## config.mk

```make
export PLATFORM = sky130hd
export DESIGN_NAME = usb_rx_nrzi_unstuff
export DESIGN_NICKNAME = d
export VERILOG_FILES = /design/src/rtl/usb_rx_pkg.sv /design/src/rtl/usb_nrzi_decode.sv /design/src/rtl/usb_rx_nrzi_unstuff.sv
export SDC_FILE = /design/constraint.sdc
export NUM_CORES = 1
export LEC_CHECK = 0
export ABC_AREA = 0
export CORE_MARGIN = 5
export CORE_UTILIZATION = 35
export CTS_BUF_LIST = sky130_fd_sc_hd__clkbuf_8
export DETAILED_ROUTE_END_ITERATION = 6
export PLACE_DENSITY = 0.63
export SYNTH_ARGS = -nofsm -noshare
export SYNTH_HDL_FRONTEND = slang
export SYNTH_HIERARCHICAL = 1
export SYNTH_SLANG_ARGS = --single-unit
```

## constraint.sdc

```tcl
create_clock -name clk -period 4.5 [get_ports clk]
set_input_delay 0.9 -clock clk [delete_from_list [all_inputs] [get_ports clk]]
set_output_delay 0.9 -clock clk [all_outputs]
set_load 0.1 [all_outputs]
```

## src/rtl/usb_rx_pkg.sv

```systemverilog
// Shared types and constants for the USB receive front-end.
// Line states are {D+, D-}.
package usb_rx_pkg;

   typedef enum logic [1:0] {
      IDLE   = 2'd0,
      ACTIVE = 2'd1,
      SE0_ST = 2'd2,
      ERR    = 2'd3
   } state_t;

   localparam logic [1:0] LS_J   = 2'b10;
   localparam logic [1:0] LS_K   = 2'b01;
   localparam logic [1:0] LS_SE0 = 2'b00;
   localparam logic [1:0] LS_SE1 = 2'b11;

   localparam int DEF_STUFF_LEN    = 6;
   localparam int DEF_EOP_SE0_BITS = 2;

   function automatic logic is_jk(input logic [1:0] ls);
      return (ls == LS_J) || (ls == LS_K);
   endfunction

endpackage

```

## src/rtl/usb_nrzi_decode.sv

```systemverilog
// NRZI decoder: remembers the last J/K level and classifies the current
// sample; a bit is 1 when the line did not change since the last J/K.
module usb_nrzi_decode
   import usb_rx_pkg::*;
(
   input  logic       clk,
   input  logic       rst,
   input  logic       i_d_plus,
   input  logic       i_d_minus,
   input  logic       i_strobe,
   output logic [1:0] o_line_state,
   output logic       o_bit
);

   logic r_prev_line;   // 1 = J, 0 = K

   assign o_line_state = {i_d_plus, i_d_minus};
   assign o_bit        = (i_d_plus == r_prev_line);

   // SE0/SE1 samples leave the reference level untouched
   always_ff @(posedge clk or posedge rst) begin
      if (rst) begin
         r_prev_line <= 1'b1;
      end else if (i_strobe && is_jk(o_line_state)) begin
         r_prev_line <= i_d_plus;
      end
   end

endmodule

```

## src/rtl/usb_rx_nrzi_unstuff.sv

```systemverilog
// USB receive front-end: NRZI decode, bit unstuffing, EOP detection and
// line-error flagging, feeding the CRC block and RX shift register.
module usb_rx_nrzi_unstuff
   import usb_rx_pkg::*;
#(
   parameter int STUFF_LEN    = DEF_STUFF_LEN,
   parameter int EOP_SE0_BITS = DEF_EOP_SE0_BITS
) (
   input  logic clk,
   input  logic rst,
   input  logic d_plus_sync,
   input  logic d_minus_sync,
   input  logic bit_strobe,
   output logic d_orig,
   output logic shift_enable,
   output logic eop,
   output logic rx_error,
   output logic rx_active
);

   localparam int ONES_W = $clog2(STUFF_LEN + 1);
   localparam int SE0_W  = $clog2(EOP_SE0_BITS) + 1;

   localparam logic [ONES_W-1:0] ONES_STUFF = ONES_W'(STUFF_LEN);
   localparam logic [SE0_W-1:0]  SE0_MIN    = SE0_W'(EOP_SE0_BITS);
   localparam logic [SE0_W-1:0]  SE0_MAX    = '1;

   state_t            r_state;
   logic [ONES_W-1:0] r_ones_cnt;
   logic [SE0_W-1:0]  r_se0_cnt;
   logic              r_err_j;
   logic              r_armed;

   logic       w_stb;
   logic [1:0] w_ls;
   logic       w_bit;

   // The first edge after reset release never sees a strobe
   assign w_stb = bit_strobe & r_armed;

   usb_nrzi_decode u_decode (
      .clk          (clk),
      .rst          (rst),
      .i_d_plus     (d_plus_sync),
      .i_d_minus    (d_minus_sync),
      .i_strobe     (w_stb),
      .o_line_state (w_ls),
      .o_bit        (w_bit)
   );

   always_ff @(posedge clk or posedge rst) begin
      if (rst) begin
         r_state      <= IDLE;
         r_ones_cnt   <= '0;
         r_se0_cnt    <= '0;
         r_err_j      <= 1'b0;
         r_armed      <= 1'b0;
         d_orig       <= 1'b1;
         shift_enable <= 1'b0;
         eop          <= 1'b0;
         rx_error     <= 1'b0;
         rx_active    <= 1'b0;
      end else begin
         r_armed      <= 1'b1;
         shift_enable <= 1'b0;
         eop          <= 1'b0;
         rx_error     <= 1'b0;
         if (w_stb) begin
            unique case (r_state)
               IDLE: begin
                  if (w_ls == LS_K) begin
                     d_orig       <= w_bit;
                     shift_enable <= 1'b1;
                     r_ones_cnt   <= '0;
                     rx_active    <= 1'b1;
                     r_state      <= ACTIVE;
                  end else if (w_ls == LS_SE1) begin
                     rx_error <= 1'b1;
                  end
               end
               ACTIVE: begin
                  case (w_ls)
                     LS_J, LS_K: begin
                        if (r_ones_cnt == ONES_STUFF) begin
                           if (w_bit) begin
                              rx_error   <= 1'b1;
                              r_err_j    <= 1'b0;
                              r_ones_cnt <= '0;
                              r_state    <= ERR;
                           end else begin
                              r_ones_cnt <= '0;
                           end
                        end else begin
                           d_orig       <= w_bit;
                           shift_enable <= 1'b1;
                           r_ones_cnt   <= w_bit ? r_ones_cnt + 1'b1 : '0;
                        end
                     end
                     LS_SE0: begin
                        r_se0_cnt  <= SE0_W'(1);
                        r_ones_cnt <= '0;
                        r_state    <= SE0_ST;
                     end
                     default: begin
                        rx_error <= 1'b1;
                        r_err_j  <= 1'b0;
                        r_state  <= ERR;
                     end
                  endcase
               end
               SE0_ST: begin
                  if (w_ls == LS_SE0) begin
                     if (r_se0_cnt != SE0_MAX) begin
                        r_se0_cnt <= r_se0_cnt + 1'b1;
                     end
                  end else if (w_ls == LS_J && r_se0_cnt >= SE0_MIN) begin
                     eop       <= 1'b1;
                     rx_active <= 1'b0;
                     r_state   <= IDLE;
                  end else begin
                     rx_error <= 1'b1;
                     r_err_j  <= 1'b0;
                     r_state  <= ERR;
                  end
               end
               ERR: begin
                  // Leave only after two back-to-back J samples
                  if (w_ls == LS_J) begin
                     if (r_err_j) begin
                        rx_active  <= 1'b0;
                        r_ones_cnt <= '0;
                        r_err_j    <= 1'b0;
                        r_state    <= IDLE;
                     end else begin
                        r_err_j <= 1'b1;
                     end
                  end else begin
                     r_err_j <= 1'b0;
                  end
               end
               default: r_state <= IDLE;
            endcase
         end
      end
   end

endmodule

```

## Yosys cells after proc, flatten, opt, wreduce, memory -nomap -nowiden

Cells that the tools add are included.
W data, S select, Z words.

| cells by class | value |
|---|---|
| reduce and logical (&&, ||, !) cells | 17 |
| order comparisons | 1 |
| bitwise operators | 1 |
| div/mod/pow operators | 0 |
| equality and inequality tests | 24 |
| add/sub/neg operators | 2 |
| multiplexer cells | 56 |
| multipliers | 0 |
| shift operators | 0 |

Operators with widths:

| kind | count |
|---|---|
| $mux W1 | 29 |
| $ne A2 B2 Y1 const B | 13 |
| $reduce_and A7 Y1 | 3 |
| $mux W2 | 10 |
| $mux W3 | 5 |
| $reduce_and A5 Y1 | 2 |
| $ne A3 B3 Y1 const B | 3 |
| $pmux W1 S3 | 3 |
| $pmux W3 S3 | 1 |
| $reduce_bool A3 Y1 | 3 |
| $eq A2 B2 Y1 const B | 4 |
| $pmux W1 S2 | 4 |
| $pmux W2 S2 | 2 |
| $pmux W2 S4 | 1 |
| $pmux W3 S2 | 1 |
| $reduce_and A6 Y1 | 1 |
| $eq A2 B1 Y1 const B | 2 |
| $logic_not A2 Y1 | 2 |
| $reduce_bool A2 Y1 | 2 |
| $add A3 B1 Y3 const B | 1 |
| $eq A3 B3 Y1 const B | 1 |
| $add A2 B1 Y2 const B | 1 |
| $ge A2 B2 Y1 const B | 1 |
| $logic_and A1 B1 Y1 | 2 |
| 4 further kinds | 4 |

| storage, ports and cells | value |
|---|---|
| memories kept | 0 |
| memory bits (writable) | 0 |
| bits of input ports | 5 |
| bits in registers | 15 |
| logic and storage cells | 112 |
| latch bits | 0 |
| ROM bits | 0 |

## Depth between registers and ports, before layout

Gate-level depths: netlist of run 1.

| logic depth | value |
|---|---|
| depth in word-level cells | 6 |
| mapped depth | 7 |

## Hierarchy

Netlist of run 1, hierarchy kept.

By module, submodules not included:

| module | area each (um2) | sequential area each (um2) | instances | cells an instance |
|---|---|---|---|---|
| usb_rx_nrzi_unstuff | 923.4 | 351.6 | 1 | 97 |
| usb_nrzi_decode | 75.1 | 26.3 | 1 | 10 |

## Worst setup path before layout of run 1

OpenSTA, ideal clock, no wires.

| timing path | value |
|---|---|
| path type | input to register |
| start point | input d_minus_sync |
| end point | register rx_active |
| required time | 4.374 ns |
| arrival | 2.107 ns |
| buffers on the path | 1 |
| slack | 2.267 ns |
| stages on the path | 7 |
| cells stage by stage | buf_4 -> inv_1 -> ha_1 -> nand2_1 -> a31o_4 -> o31a_1 -> a221o_1 |

| on the way | value |
|---|---|
| word-level cells in the longest chain between the ends | 4 |
| elaborated cells on any way between the ends | 9 |
| classes of those cells | 6 x eq/ne; 3 x reduce/logical |

RTL lines:

| what | RTL line | RTL |
|---|---|---|
| from (decl) | usb_rx_nrzi_unstuff.sv:12 | `input logic d_minus_sync,` |
| $eq A2 B2 Y1 | usb_rx_nrzi_unstuff.sv:116, usb_rx_nrzi_unstuff.sv:128 |  |
| $logic_and A1 B1 Y1 | usb_rx_nrzi_unstuff.sv:116 | `end else if (w_ls == LS_J && r_se0_cnt >= SE0_MIN) begin` |
| $ne A2 B2 Y1 (no source line) | - |  |
| $reduce_and A7 Y1 (no source line) (*) | - |  |
| to (signal assigned) | usb_rx_nrzi_unstuff.sv:75 | `rx_active <= 1'b1;` |
| to (signal assigned) | usb_rx_nrzi_unstuff.sv:118 | `rx_active <= 1'b0;` |
| to (signal assigned) | usb_rx_nrzi_unstuff.sv:130 | `rx_active <= 1'b0;` |
| to (decl) | usb_rx_nrzi_unstuff.sv:18 | `output logic rx_active` |

Mark *: on every way between the ends. The rest lies on a longest branch, timed or not.
A chain may end at the register's enable or synchronous reset.

## Worst setup path in the final report of run 1

| timing path | value |
|---|---|
| start point | register d_orig |
| end point | output d_orig |

RTL lines:

| what | RTL line | RTL |
|---|---|---|
| from (decl) | usb_rx_nrzi_unstuff.sv:14 | `output logic d_orig,` |
| from (signal assigned) | usb_rx_nrzi_unstuff.sv:72 | `d_orig <= w_bit;` |
| from (signal assigned) | usb_rx_nrzi_unstuff.sv:94 | `d_orig <= w_bit;` |

No word-level cell between the ends.

==> results.py, run 1 <==
metrics = {
    "outcome": {
        "outcome": "completed",
    },
    "clock_network": {
        "cts-resized-gates": 0,
        "cts_sinks": 15,
        "numCtsBuffers": 3,
        "clkTransAtPathRegs_ps": 60,
        "cts_tree": "done",
        "root_buffer": "clkbuf_8",
        "ctsLongestPathBuffers": 2,
        "cts_setup_buffers": 0,
        "insertion_delay_ps": 250,
        "cts_hold_buf": 0,
        "cts_htree_levels": 1,
    },
    "timing": {
        "layout_setup_ws_ps": 1700,
        "fmax_mhz": 357,
        "hold_viol_final": 0,
        "tightest_slew_ps": 969,
        "finalCritPeriodShare_pct": 62.2,
        "final.min_clock_period_ps": 2800,
        "rsz0062_at_grt": "false",
        "relSlewSlack_pct": 35.2,
        "finClkSkew_ps": 4.69,
        "finalSetupViolCount": 0,
        "hold_slack_ps": 494,
        "setup_tns_ps": 0,
        "slew_viol_final": 0,
    },
    "power": {
        "combPwrFrac_pct": 44.1,
        "seqPwrFrac_pct": 38.4,
        "power.share.clock_pct": 17.5,
        "p_sw_share_pct": 45.8,
        "p_total_uw": 629,
        "p_sw_uw": 288,
        "power_density_nw_per_um2": 552,
        "peakVddDrop_mv": 0.284,
        "total_leakage_power_nw": 0.515,
        "p_int_uw": 341,
    },
    "synth": {
        "syn_avg_cell_area_um2": 9.33,
        "yosysUniqueCellTypes": 43,
        "yosysWarnings": 6,
        "synth-main-ff-cell": "dfrtp_1",
        "synth.area.top_cells": "dfrtp_1 33%, ha_1 10%, dfstp_2 5.3%, inv_1 4.9%, a21oi_1 3.5%",
        "synth_area_um2": 998,
        "netlist.area_leader.share_pct": 32.6,
        "synth_top_cell_by_area": "dfrtp_1",
        "async_flop_share_pct": 100,
        "netlist_instances": 107,
        "synth-seq-cells": 15,
        "syn_nets": 120,
        "ys_seq_area_share_pct": 37.8,
        "synth-edff-count": 0,
    },
    "drt": {
        "wl_mm": 2.01,
        "wl_per_cell_um": 13.7,
        "drcViolationCount": 0,
        "vias_per_cell": 5.55,
        "vias": 810,
        "initialDrtViolationCount": 23,
        "antenna_left": 0,
        "drt_pass1_iterations": 4,
    },
    "critical_path": {
        "cp_max_fo": 2,
        "crit_type": "reg -> out",
        "path_delay_family": "buffers and inverters",
        "path_buf_inv": 1,
        "crit_slowest_cell": "clkdlybuf4s50_1",
        "startpoint_type": "flip-flop",
        "max_stage_delay_ps": 1120,
        "crit_chain": "clkdlybuf4s50_1",
        "cp-end-kind": "primary output",
        "critPathRequiredTime_ps": 3600,
        "cp.arrival_ps": 1900,
        "regToRegSetupSlack_ps": 2700,
    },
    "placed_design": {
        "globalplace.congestion": 0.876,
        "dpl.hpwl_mm": 1.49,
        "port_buffers": 9,
        "dp_slack_ps": 1660,
    },
    "grt": {
        "gr-total-overflow": 0,
        "antenna_found_initial": 0,
        "grt_max_degree": 22,
        "gr-usage-all-layers_pct": 10.1,
        "grt_pass1_wl_mm": 3.33,
        "grt_pass1_vias": 751,
    },
    "floorplanning": {
        "chipHeight_um": 63.4,
        "core-area_um2": 2730,
        "dieWidth_um": 63.4,
        "dieArea_um2": 4020,
        "rows": 19,
        "io_pins": 10,
        "start_util_pct": 36.5,
    },
    "final_layout": {
        "diodes": 0,
        "layout-drive-gt1-share_pct": 11.3,
        "filler_cell_count": 278,
        "area.growth.synth_to_final_pct": 14.0,
        "nets": 129,
        "layout_common_cells": "13 x inv_1, 13 x dfrtp_1, 9 x clkdlybuf4s50_1",
    },
    "hold_path": {
        "hold_path.class": "reg -> reg",
    },
    "flow_run": {
        "drv_cap": 0,
    },
}
## per-stage QoR
stage	utilization [%]	area, um^2	cells
floorplan	-	998	107
global placement	40.0	1090	142
finish	41.6	1140	146
CTS	41.6	1140	146
global route	41.6	1140	146
detailed placement	40.0	1090	142
## final cells by class
cell class	instances	area, um^2	area share, %
Tap cell	31	38.8	3.41
Clock inverter	1	5.00	0.440
Sequential cell	15	378	33.2
Inverter	13	48.8	4.29
Clock buffer	3	41.3	3.63
Timing Repair Buffer	9	90.1	7.91
Multi-Input combinational cell	74	537	47.1
## worst register-to-register path: stages, from the launching register on
cell	delay, ps
dfrtp_1	760
a21boi_1	310
a21oi_1	110
nor3_2	190
mux2_2	350
## power groups by stage
stage,clock (mW),combinational (mW),sequential [mW]
after floorplan,0,0.193,0.274
after global placement,0,0.269,0.240
after detailed placement,0,0.277,0.243
after CTS,0.115,0.278,0.240
after global routing,0.120,0.304,0.251
final,0.110,0.277,0.242
## synthesized netlist by cell type, drive strengths merged (2+ instances only)
master,n
a21oi,7
a22oi,2
a31oi,2
and3,3
buf,5
dfrtp,13
dfstp,2
ha,8
inv,13
nand2,6
nand3,4
nor2,6
nor2b,3
o21ai,6
o31ai,2
o41ai,2
## final timing paths
kind	start	to	depth (start not counted)
worst max-delay path	d_orig	d_orig	1
worst min-delay path	r_err_j	r_err_j	1
worst max register to register	r_state[0]	d_orig	4
worst min register to register	r_err_j	r_err_j	1
max in group asynchronous	rst	eop	2
min in group asynchronous	rst	u_decode/r_prev_line	2
## sequential cells by signal (all words and copies together), names as in the netlist
name and count:
rx_active 1, r_err_j 1, u_decode/r_prev_line 1, d_orig 1
r_armed 1, r_state 2, r_ones_cnt 3, shift_enable 1
r_se0_cnt 2, rx_error 1, eop 1
## logic make-up (layout without fill, tap and decap cells)
logic type | count (synthesis) | in the layout | synth area share [%]
XOR/XNOR | 1 | 1 | 0.877
multiplexers | 2 | 2 | 2.13
AND/OR/NAND/NOR | 28 | 28 | 15.3
AO/OA/AOI/OAI | 34 | 34 | 25.1
other | 1 | 1 | 0.376
buffers and inverters | 18 | 26 | 8.40
flip-flops | 15 | 15 | 37.8
adder cells (fa/ha/maj) | 8 | 8 | 10.0
## metal layers
metal	vias to the layer above	wire, um	GRT usage [%]
met4	0	23	2.34
met1	396	963	13.0
met3	4	71	3.37
met2	10	948	16.4
li1	400	-	-
met5	-	0	0
No activity file was read; power rests on OpenSTA's default activity.
==> run 2, diff against run 1 <==
Clock period 4.5 ns to 2.65 ns, I/O delays scaled along.
==> run 2 against run 1 <==
Die area is the same. Register-to-register slack lost 1800 ps. Clock-buffer cell count is the same. Global-route usage grew 0.52 points. Routed wire length shrank 0.35%. First-iteration DRC count shrank 39%. Critical endpoint is now rx_active. Largest power group unchanged. Highest routed layer unchanged.
==> results.py, run 2 (synthesis gave the netlist of run 1 again) <==
metrics = {
    "critical_path": {
        "regToRegSetupSlack_ps": 880,
        "crit_slowest_cell": "clkdlybuf4s50_1",
        "r2r_end": "d_orig",
        "crit_chain": "clkdlybuf4s50_1 > inv_1 > ha_1 > nor2b_2 > a211oi_2 > o31a_1 > a221o_1",
        "cp-end-kind": "flip-flop",
        "path_buf_inv": 2,
        "cp_max_fo": 8,
        "rr_worst_depth": 4,
        "critPathRequiredTime_ps": 2780,
        "crit_type": "in -> reg",
        "max_stage_delay_ps": 550,
        "rr_startpoint": "r_state[0]",
        "path_delay_family": "buffers and inverters",
        "startpoint_type": "input port",
        "cp.arrival_ps": 2270,
    },
    "final_layout": {
        "largest_register_ffs": 3,
        "layout_common_cells": "14 x inv_1, 13 x dfrtp_1, 8 x ha_1",
        "nets": 131,
        "diodes": 0,
        "layout-drive-gt1-share_pct": 16.2,
        "regMostFlops": "r_ones_cnt",
        "fin_area_um2": 1140,
        "largestRegisters": "r_ones_cnt x3, r_se0_cnt x2, r_state x2",
        "layout_commonest_cell": "inv_1",
        "area.growth.synth_to_final_pct": 14.2,
    },
    "placed_design": {
        "dpl.hpwl_mm": 1.53,
        "globalplace.congestion": 0.862,
        "dp_slack_ps": 243,
        "placed_area_um2": 1090,
        "port_buffers": 9,
    },
    "clock_network": {
        "insertion_delay_ps": 250,
        "ctsLongestPathBuffers": 2,
        "cts_setup_buffers": 0,
        "cts_hold_buf": 0,
        "cts_htree_levels": 1,
        "clkTransAtPathRegs_ps": 60,
        "root_buffer": "clkbuf_8",
        "numCtsBuffers": 3,
        "cts-resized-gates": 0,
        "cts_sinks": 15,
        "cts_tree": "done",
    },
    "timing": {
        "relSlewSlack_pct": 58.0,
        "slew_viol_final": 0,
        "final.min_clock_period_ps": 2140,
        "fmax_mhz": 468,
        "hold_viol_final": 0,
        "tightest_slew_ps": 629,
        "setup_tns_ps": 0,
        "finClkSkew_ps": 1.37,
        "finalSetupViolCount": 0,
        "layout_setup_ws_ps": 512,
        "rsz0062_at_grt": "false",
        "finalCritPeriodShare_pct": 80.7,
    },
    "grt": {
        "grt_max_degree": 22,
        "gr-usage-all-layers_pct": 10.6,
        "gr-total-overflow": 0,
        "antenna_found_initial": 0,
        "grt_pass1_vias": 796,
        "grt_pass1_wl_mm": 3.51,
    },
    "power": {
        "total_leakage_power_nw": 0.533,
        "peakVddDrop_mv": 0.510,
        "power_density_nw_per_um2": 932,
    },
    "floorplanning": {
        "start_util_pct": 36.5,
        "io_pins": 10,
        "dieArea_um2": 4020,
        "core-area_um2": 2730,
        "chipHeight_um": 63.4,
        "dieWidth_um": 63.4,
        "rows": 19,
    },
    "drt": {
        "antenna_left": 0,
        "wl_per_cell_um": 13.5,
        "drcViolationCount": 0,
        "initialDrtViolationCount": 14,
        "vias_per_cell": 5.30,
        "vias": 785,
        "drt_pass1_iterations": 4,
        "wl_mm": 2.00,
    },
    "outcome": {
        "outcome": "completed",
    },
    "hold_path": {
        "hold_path.class": "reg -> reg",
        "min_to": "r_err_j",
        "min-delay-start": "r_err_j",
        "min_path_cells": 1,
    },
    "flow_run": {
        "drv_cap": 0,
    },
}
## run 2: worst max-delay path by stage
stage	from	to	cells past startpoint
2_1_floorplan	d_minus_sync	rx_active	7
4_1_cts	d_plus_sync	rx_active	7
3_3_place_gp	d_minus_sync	r_err_j	7
5_1_grt	d_plus_sync	r_err_j	7
6_report	d_minus_sync	rx_active	7
3_5_place_dp	d_plus_sync	rx_active	7
## run 2: area by class of cell
type	count	area [um^2]
Clock inverter	1	3.75
Sequential cell	15	378
Multi-Input combinational cell	74	537
Timing Repair Buffer	11	92.6
Fill cell	266	1590
Clock buffer	3	41.3
Inverter	13	48.8
Tap cell	31	38.8
## run 2: metal layers
metal	wire, um	GRT usage (%)	part of all wire [%]	vias to the layer above
li1	-	-	-	407
met1	968	13.6	48	368
met2	951	16.9	48	6
met3	54	3.20	2.7	4
met4	25	3.90	1.3	0
met5	0	0	0	-
## run 2: through the flow
stage	util, %	hold WS [ps]	total power [mW]	std cells
6_report	41.7	489	1.06	148
5_1_grt	41.7	524	1.14	148
4_1_cts	41.7	495	1.07	148
3_5_place_dp	40.0	485	0.882	144
3_3_place_gp	40.0	482	0.869	144
2_1_floorplan	-	419	0.794	107
## run 2: report_power, final
| group | total (mW) | leakage [nW] | switching, mW | internal, mW |
|---|---|---|---|---|
| registers | 0.410 | 0.184 | 0.114 | 0.296 |
| logic | 0.470 | 0.321 | 0.293 | 0.177 |
| clock network | 0.183 | 0.0269 | 0.0799 | 0.103 |
## run 2: worst register-to-register path, stage by stage, from the launching register on
cell	delay (ps)
dfrtp_1	740
a21boi_1	310
a21oi_1	110
nor3_2	190
mux2_2	350
